### src/rtl/io_port_ctrl_if.sv
// io_port_ctrl_if: CPU register bus plus tristate-buffer lines of io_port_ctrl.
//  wr_en/addr/wdata : CPU write strobe, register select, write data
//  rdata/busy       : CPU read data (combinational from addr), turnaround flag
//  pin_dir/pin_dout : buffer dir (1 = drive PIN) and dataW
//  pin_din          : buffer dataR, asynchronous to clk
// modport slave is the controller; modport master is its environment (CPU + buffer).
interface io_port_ctrl_if #(
    parameter int unsigned WIDTH = 16
);
    logic             wr_en;
    logic [1:0]       addr;
    logic [WIDTH-1:0] wdata;
    logic [WIDTH-1:0] rdata;
    logic             busy;
    logic             pin_dir;
    logic [WIDTH-1:0] pin_dout;
    logic [WIDTH-1:0] pin_din;

    modport master (
        output wr_en, addr, wdata, pin_din,
        input  rdata, busy, pin_dir, pin_dout
    );

    modport slave (
        input  wr_en, addr, wdata, pin_din,
        output rdata, busy, pin_dir, pin_dout
    );
endinterface

### src/rtl/io_port_ctrl.sv
// io_port_ctrl: memory-mapped controller for a WIDTH-bit tristate I/O buffer.
// Sequences direction changes with a turnaround gap so the FPGA and the external
// device never drive PIN together, synchronises pin_din and latches per-bit
// change flags while the port is an input.
//  clk, rst_n : clock (rising edge), asynchronous active-low reset
//  bus        : io_port_ctrl_if.slave (CPU register bus + buffer lines)
// Register map: 0 DATA, 1 DIR, 2 CHG (write-1-to-clear), 3 DOUT (read only).
module io_port_ctrl #(
    parameter int unsigned WIDTH       = 16,
    parameter int unsigned TURN_CYCLES = 2,
    parameter int unsigned SYNC_STAGES = 2
) (
    input  logic          clk,
    input  logic          rst_n,
    io_port_ctrl_if.slave bus
);
    localparam logic [1:0]  ADDR_DATA = 2'd0;
    localparam logic [1:0]  ADDR_DIR  = 2'd1;
    localparam logic [1:0]  ADDR_CHG  = 2'd2;
    localparam logic [1:0]  ADDR_DOUT = 2'd3;

    // TO_IN also covers the synchroniser so din_sync holds only post-release data.
    localparam int unsigned TIN_CYCLES = TURN_CYCLES + SYNC_STAGES;
    localparam int unsigned CNT_W      = $clog2(TIN_CYCLES + 1);
    localparam int unsigned TOUT_LOAD  = (TURN_CYCLES == 0) ? 0 : TURN_CYCLES - 1;
    localparam int unsigned TIN_LOAD   = TIN_CYCLES - 1;

    typedef enum logic [1:0] {
        IN_IDLE  = 2'd0,
        TO_OUT   = 2'd1,
        OUT_IDLE = 2'd2,
        TO_IN    = 2'd3
    } state_t;

    state_t           state_q, state_d;
    logic [CNT_W-1:0] cnt_q, cnt_d;
    logic             pin_dir_q, pin_dir_d;
    logic             busy_q, busy_d;

    logic             dir_req_q;
    logic [WIDTH-1:0] dout_q;
    logic [WIDTH-1:0] sync_q [SYNC_STAGES];
    logic [WIDTH-1:0] din_sync_c;
    logic [WIDTH-1:0] din_prev_q;
    logic [WIDTH-1:0] chg_q, chg_d;

    logic             data_wr_c;
    logic             dir_wr_c;
    logic             chg_wr_c;

    // Register write decode; DIR writes are dropped while a turnaround runs.
    assign data_wr_c = bus.wr_en && (bus.addr == ADDR_DATA);
    assign dir_wr_c  = bus.wr_en && (bus.addr == ADDR_DIR) && !busy_q;
    assign chg_wr_c  = bus.wr_en && (bus.addr == ADDR_CHG);

    assign din_sync_c = sync_q[SYNC_STAGES-1];

    // FSM state register together with its registered outputs.
    always_ff @(posedge clk or negedge rst_n) begin
        if (!rst_n) begin
            state_q   <= IN_IDLE;
            cnt_q     <= '0;
            pin_dir_q <= 1'b0;
            busy_q    <= 1'b0;
        end else begin
            state_q   <= state_d;
            cnt_q     <= cnt_d;
            pin_dir_q <= pin_dir_d;
            busy_q    <= busy_d;
        end
    end

    // Next-state logic; the counter measures the remaining turnaround cycles.
    always_comb begin
        state_d = state_q;
        cnt_d   = cnt_q;
        unique case (state_q)
            IN_IDLE: begin
                if (dir_wr_c && bus.wdata[0]) begin
                    if (TURN_CYCLES == 0) begin
                        state_d = OUT_IDLE;
                    end else begin
                        state_d = TO_OUT;
                        cnt_d   = CNT_W'(TOUT_LOAD);
                    end
                end
            end
            TO_OUT: begin
                if (cnt_q == '0) begin
                    state_d = OUT_IDLE;
                end else begin
                    cnt_d = cnt_q - CNT_W'(1);
                end
            end
            OUT_IDLE: begin
                if (dir_wr_c && !bus.wdata[0]) begin
                    state_d = TO_IN;
                    cnt_d   = CNT_W'(TIN_LOAD);
                end
            end
            TO_IN: begin
                if (cnt_q == '0) begin
                    state_d = IN_IDLE;
                end else begin
                    cnt_d = cnt_q - CNT_W'(1);
                end
            end
            default: begin
                state_d = IN_IDLE;
                cnt_d   = '0;
            end
        endcase
    end

    // Output decode from the next state, so pin_dir/busy come straight off flops.
    // Release takes effect the cycle after the write; drive only after the gap.
    always_comb begin
        pin_dir_d = 1'b0;
        busy_d    = 1'b0;
        unique case (state_d)
            TO_OUT, TO_IN: busy_d    = 1'b1;
            OUT_IDLE:      pin_dir_d = 1'b1;
            default:       ;
        endcase
    end

    // Change flags: set only while an idle input, W1C otherwise; set beats clear.
    always_comb begin
        logic [WIDTH-1:0] set_c;
        logic [WIDTH-1:0] clr_c;
        set_c = '0;
        clr_c = '0;
        if (state_q == IN_IDLE) begin
            set_c = din_sync_c ^ din_prev_q;
        end
        if (chg_wr_c) begin
            clr_c = bus.wdata;
        end
        chg_d = (chg_q & ~clr_c) | set_c;
    end

    // Data path registers: output data, requested direction, synchroniser, flags.
    always_ff @(posedge clk or negedge rst_n) begin
        if (!rst_n) begin
            dout_q     <= '0;
            dir_req_q  <= 1'b0;
            din_prev_q <= '0;
            chg_q      <= '0;
            for (int i = 0; i < int'(SYNC_STAGES); i++) begin
                sync_q[i] <= '0;
            end
        end else begin
            if (data_wr_c) begin
                dout_q <= bus.wdata;
            end
            if (dir_wr_c) begin
                dir_req_q <= bus.wdata[0];
            end
            sync_q[0] <= bus.pin_din;
            for (int i = 1; i < int'(SYNC_STAGES); i++) begin
                sync_q[i] <= sync_q[i-1];
            end
            // Reloaded every cycle so re-entering IN_IDLE never sees a stale edge.
            din_prev_q <= din_sync_c;
            chg_q      <= chg_d;
        end
    end

    // CPU read mux, combinational from addr.
    always_comb begin
        bus.rdata = '0;
        unique case (bus.addr)
            ADDR_DATA: bus.rdata = din_sync_c;
            ADDR_DIR:  bus.rdata = {{(WIDTH-1){1'b0}}, dir_req_q};
            ADDR_CHG:  bus.rdata = chg_q;
            ADDR_DOUT: bus.rdata = dout_q;
            default:   bus.rdata = '0;
        endcase
    end

    assign bus.pin_dir  = pin_dir_q;
    assign bus.busy     = busy_q;
    assign bus.pin_dout = dout_q;

endmodule
### src/flat_wrapper.sv
// flat-port wrapper written by rule: the top's interface ports become plain ports
module io_port_ctrl_flat 
#(
    parameter int unsigned WIDTH       = 16,
    parameter int unsigned TURN_CYCLES = 2,
    parameter int unsigned SYNC_STAGES = 2
)
  (clk, rst_n, bus_wr_en, bus_addr, bus_wdata, bus_pin_din, bus_rdata, bus_busy, bus_pin_dir, bus_pin_dout);
  io_port_ctrl_if #(.WIDTH(WIDTH)) bus_i ();
  input  logic clk;
  input  logic rst_n;
  input wire logic [$bits(bus_i.wr_en)-1:0] bus_wr_en;
  input wire logic [$bits(bus_i.addr)-1:0] bus_addr;
  input wire logic [$bits(bus_i.wdata)-1:0] bus_wdata;
  input wire logic [$bits(bus_i.pin_din)-1:0] bus_pin_din;
  output wire logic [$bits(bus_i.rdata)-1:0] bus_rdata;
  output wire logic [$bits(bus_i.busy)-1:0] bus_busy;
  output wire logic [$bits(bus_i.pin_dir)-1:0] bus_pin_dir;
  output wire logic [$bits(bus_i.pin_dout)-1:0] bus_pin_dout;
  assign bus_i.wr_en = bus_wr_en;
  assign bus_i.addr = bus_addr;
  assign bus_i.wdata = bus_wdata;
  assign bus_i.pin_din = bus_pin_din;
  assign bus_rdata = bus_i.rdata;
  assign bus_busy = bus_i.busy;
  assign bus_pin_dir = bus_i.pin_dir;
  assign bus_pin_dout = bus_i.pin_dout;
  io_port_ctrl #(.WIDTH(WIDTH), .TURN_CYCLES(TURN_CYCLES), .SYNC_STAGES(SYNC_STAGES)) u_core (.clk(clk), .rst_n(rst_n), .bus(bus_i));
endmodule
### config.mk
export PLATFORM = sky130hd
export DESIGN_NAME = io_port_ctrl_flat
export DESIGN_NICKNAME = d
export VERILOG_FILES = /design/src/rtl/io_port_ctrl_if.sv /design/src/rtl/io_port_ctrl.sv /design/src/flat_wrapper.sv
export SDC_FILE = /design/constraint.sdc
export NUM_CORES = 1
export LEC_CHECK = 0
export CORE_MARGIN = 4
export CORE_UTILIZATION = 50
export CTS_CLUSTER_SIZE = 40
export DETAILED_ROUTE_END_ITERATION = 10
export PLACE_DENSITY = 0.77
export SLEW_MARGIN = 30
export SYNTH_ARGS = -nofsm -noshare
export SYNTH_HDL_FRONTEND = slang
export SYNTH_SLANG_ARGS = --single-unit
### constraint.sdc
create_clock -name clk -period 3.75 [get_ports clk]
set_input_delay 0.375 -clock clk [delete_from_list [all_inputs] [get_ports clk]]
set_output_delay 0.375 -clock clk [all_outputs]
set_load 0.03 [all_outputs]
---- Word level (Yosys, flattened, before mapping) ----
Cells that the tools add are included.
word-level totals
  bits in registers ....................... 88
  latch bits .............................. 0
  RAM bits ................................ 0
  memory bits (read-only) ................. 0
  word-level logic and storage cells ...... 55
  memories kept ........................... 0
operators by class
  add/sub/neg operators ................... 1
  $mul .................................... 0
  divide/modulo/power cells ............... 0
  $lt $le $gt $ge ......................... 0
  equality and inequality tests ........... 12
  shifts and indexed selects .............. 0
  multiplexer cells ....................... 14
  bitwise operators ....................... 4
  reductions and logical operators ........ 14
operators with widths
  kind                                                                     number
  16-bit one-hot mux with 4 select lines                                   1
  16-bit two-way mux                                                       2
  16-bit bitwise AND                                                       1
  16-bit NOT                                                               1
  16-bit bitwise OR                                                        1
  16-bit bitwise XOR                                                       1
  2-bit == test, second input constant                                     6
  3-bit two-way mux                                                        3
  3-bit one-hot mux with 3 select lines                                    1
  2-bit two-way mux                                                        4
  2-bit one-hot mux with 4 select lines                                    1
  2-bit by 1-bit == test with 1-bit output, second input constant          3
  1-bit logical AND                                                        6
  2-bit zero test                                                          2
  2-bit by 1-bit inequality test with 1-bit output, second input constant  2
  2-bit OR reduction                                                       2
  3-bit zero test                                                          1
  3-bit AND reduction                                                      1
  3-bit by 1-bit subtractor with 3-bit output, second input constant       1
  1-bit zero test                                                          2
  1-bit two-way mux                                                        2
  2-bit inequality test, second input constant                             1

---- Longest topological paths before layout ----
  depth in word-level cells ............... 9
  depth in mapped cells ................... 6
  depth with buffers taken out ............ 6

---- Least setup slack after synthesis ----
OpenSTA, ideal clock, no wires.
  kind .................................... input to output
  start ................................... in bus_addr[1]
  end ..................................... out bus_rdata[11]
  arrival ................................. 1.551 ns
  data required time ...................... 3.375 ns
  setup slack ............................. 1.824 ns
  stages .................................. 4
  path buffers ............................ 2
  cell sequence ........................... buf_6 > buf_2 > mux2i_1 > o21ai_0
on the way
  cells in the longest elaborated chain, start to end .. 2
  elaborated cells between the ends (all ways) .. 5
  classes of those cells .................. 3 x eq/ne; 1 x mux; 1 x reduce/logical
RTL lines
  element                                   line                 source
  start, declared                           flat_wrapper.sv:13   input wire logic [$bits(bus_i.addr)-1:0] bus_addr;
  2-bit == test (tied with other cells)     io_port_ctrl.sv:172  unique case (bus.addr)
  16-bit one-hot mux with 4 select lines *  io_port_ctrl.sv:172
  end, declared                             flat_wrapper.sv:16   output wire logic [$bits(bus_i.rdata)-1:0] bus_rdata;
Every way passes the cells marked *; elsewhere a longest branch is shown, timed or not.

---- Worst setup path after layout ----
  start ................................... in bus_addr[1]
  end ..................................... out bus_rdata[4]
Same word-level chain as after synthesis.

==> flow_summary.yaml <==
run_status:
  status: "finished, final reports clean"
synth:
  yosysTopAreaCellShare_pct: 65.71
  yosysTopAreaCell: "dfrtp_1"
  ys_async_sr_fraction_pct: 100.0
  netlist_area_sq_mm: 0.003313
  syn_nets: 280
  yosys-top-cells-count: "87 x dfrtp_1, 40 x nand2_1, 18 x mux2_2"
  yosysMostFrequentCell: "dfrtp_1"
  yosysWarnings: 0
  synth_seq_cells: 87
  synth_edf_count: 0
  seq_area_frac_synth_pct: 65.71
  synthCells: 241
  synth_cell_types: 25
  synth.area.top_cells: "dfrtp_1 66%, mux2_2 6.1%, mux2i_1 4.5%, nand2_1 4.5%, xor2_1 4.5%"
  syn-mean-instance-area_sq_um: 13.75
  synth-main-ff-cell: "dfrtp_1"
global_routing:
  gr-usage-met3_pct: 3.318
  grt_max_degree: 88
  use_met1_pct: 24.48
  grt_overflow: 0
  top_usage_layer: "met2"
  grt_pass1_wl_um: 11140
  grt_util_met2_pct: 30.07
  grt_pass1_vias: 2293
  antenna_found_initial: 0
  track_usage_pct: 18.88
critical_path:
  end_kind: "primary output"
  cp.arrival_ps: 2410
  critPathLaunch: "bus_addr[1]"
  rr_startpoint: "u_core.cnt_q[1]"
  start_kind: "input pin"
  critical_path_class: "in -> out"
  crit_required_ps: 3380
  cp_max_fo: 15
timing:
  fmax_mhz: 359.3
  rsz0062_at_grt: "false"
  worstMarginPinSlew_ps: 950.5
  drv_slew: 0
  skew_ps: 13.48
  report.final.hold_viol_count: 0
  fin_ws_ps: 966.6
  fin_tns_setup_ps: 0
  min_period_ps: 2783
  maxSlewHeadroom_pct: 36.57
  period_share_pct: 74.22
  setup_violations: 0
pwr:
  p_leak_nw: 1.845
  max-vdd-ir-drop_mv: 0.3918
  p_total_w: 0.002773
  p_per_area_mw_per_mm2: 646.1
finish:
  syn_to_final_growth_pct: 29.53
  finalCoreUtilization_pct: 67.20
  final_layout_size_suffix_gt1_share_pct: 12.58
  antenna_cells: 0
  nets: 354
  final_cells: 395
clock_tree:
  postCtsSetupBuffers: 0
  cts_made_buffers: 9
  clkLatencyLatePin_ps: 340
  cts.path.max_buffers: 2
  cts_sinks: 87
  cts-htree-levels: 3
  cts_root_buf: "clkbuf_8"
  path_clk_slew_ps: 90
  ctsHoldBuffers: 0
  cts_tree: "yes"
  post_cts_resized: 0
place:
  dp_cells: 381
  gp_congestion: 0.7415
  dpl_worst_slack_ps: 950.1
  port_buffers: 70
  dp_hpwl_um: 4448
floorplanning:
  rows: 29
  fp.dieH_um: 89.40
  pin_count: 71
  die-area_sq_mm: 0.007992
  core_area_sq_mm: 0.006386
  die_w_um: 89.40
  start_util_pct: 51.88
routing:
  drcViolationCount: 0
  wire_per_inst_um: 17.18
  post_drt_via_cell_ratio: 5.342
  wirelength_um: 6788
  vias: 2110
  antenna_left: 0
  firstDrtPassIters: 4
  drt_iter0_drc: 110
run:
  cap_viol_max_count: 0
hold_path:
  hold_path.class: "in -> async"
-- placed cells by master (no fill, tap or decap), types with 3 or more instances in the layout --
master	count
dfrtp_1	87
clkdlybuf4s50_1	69
nand2_1	40
mux2_2	18
xor2_1	17
o21ai_0	17
a22o_1	16
mux2i_1	15
clkbuf_8	10
inv_1	4
bufinv_16	3
buf_4	3
-- final timing paths --
kind | cells past startpoint | slack, ps | endpoint
max | 5 | 970 | bus_rdata[4]
min | 1 | 60 | u_core.din_sync_c[0]
max reg2reg | 6 | 2240 | u_core.cnt_q[0]
min reg2reg | 0 | 350 | u_core.din_sync_c[15]
max in group asynchronous | 1 | 3180 | u_core.state_q[1]
min in group clk | 0 | 350 | u_core.din_sync_c[15]
-- kinds of logic (layout without fill, tap and decap cells) --
| kind of cell | after synthesis | in the layout | share of synthesized area (%) |
|---|---|---|---|
| and+or+nand+nor | 50 | 50 | 7.213 |
| AOI/OAI and AO/OA | 36 | 36 | 7.515 |
| muxes | 34 | 34 | 11.33 |
| xor gates and xnor gates | 18 | 18 | 4.758 |
| DFF | 87 | 87 | 65.71 |
| adders and majority gates | 2 | 2 | 0.7552 |
| buffers and inverters | 14 | 91 | 2.719 |
-- power by group --
group / switching (W) / internal [W] / leakage, nW / total, W
combinational: 0.000396 / 0.000367 / 0.728 / 0.000763
sequential: 0.000126 / 0.00112 / 0.998 / 0.00124
clock: 0.000312 / 0.000453 / 0.118 / 0.000765
total: 0.000834 / 0.00194 / 1.84 / 0.00277
-- critical path: stages --
cell,delay [ps]
clkdlybuf4s50_1,480
and2_1,570
nand2_1,130
o21ai_0,130
clkdlybuf4s50_1,720
-- metrics by stage --
stage,hold slack [ps],cell area [sq um]
floorplan,79.41,3313
global placement,332.7,4055
detailed placement,334.7,4059
CTS,91.77,4292
global route,122.5,4292
finish,63.35,4292
-- metal layers --
layer / vias up / part of all wire (%)
li1: 968 / -
met1: 1079 / 43
met2: 47 / 51
met3: 16 / 3.2
met4: 0 / 2.9
met5: - / 0
-- registers in the layout (all words and copies together), names as in the netlist --
signal / cells
u_core.bus.pin_dir: 1
u_core.state_q: 2
u_core.din_prev_q: 16
u_core.chg_q: 16
u_core.bus.pin_dout: 16
u_core.dir_req_q: 1
u_core.sync_q: 16
u_core.cnt_q: 3
u_core.din_sync_c: 16
-- cell type report --
| type | instances | area [sq um] |
|---|---|---|
| tap | 77 | 96.34 |
| timing repair buffer | 73 | 724.4 |
| multi-input combinational | 140 | 1046 |
| clock inverter | 4 | 95.09 |
| fill | 473 | 2095 |
| inverter | 4 | 15.01 |
| sequential | 87 | 2177 |
| clock buffer | 10 | 137.6 |
No activity file was read; power rests on OpenSTA's default activity.
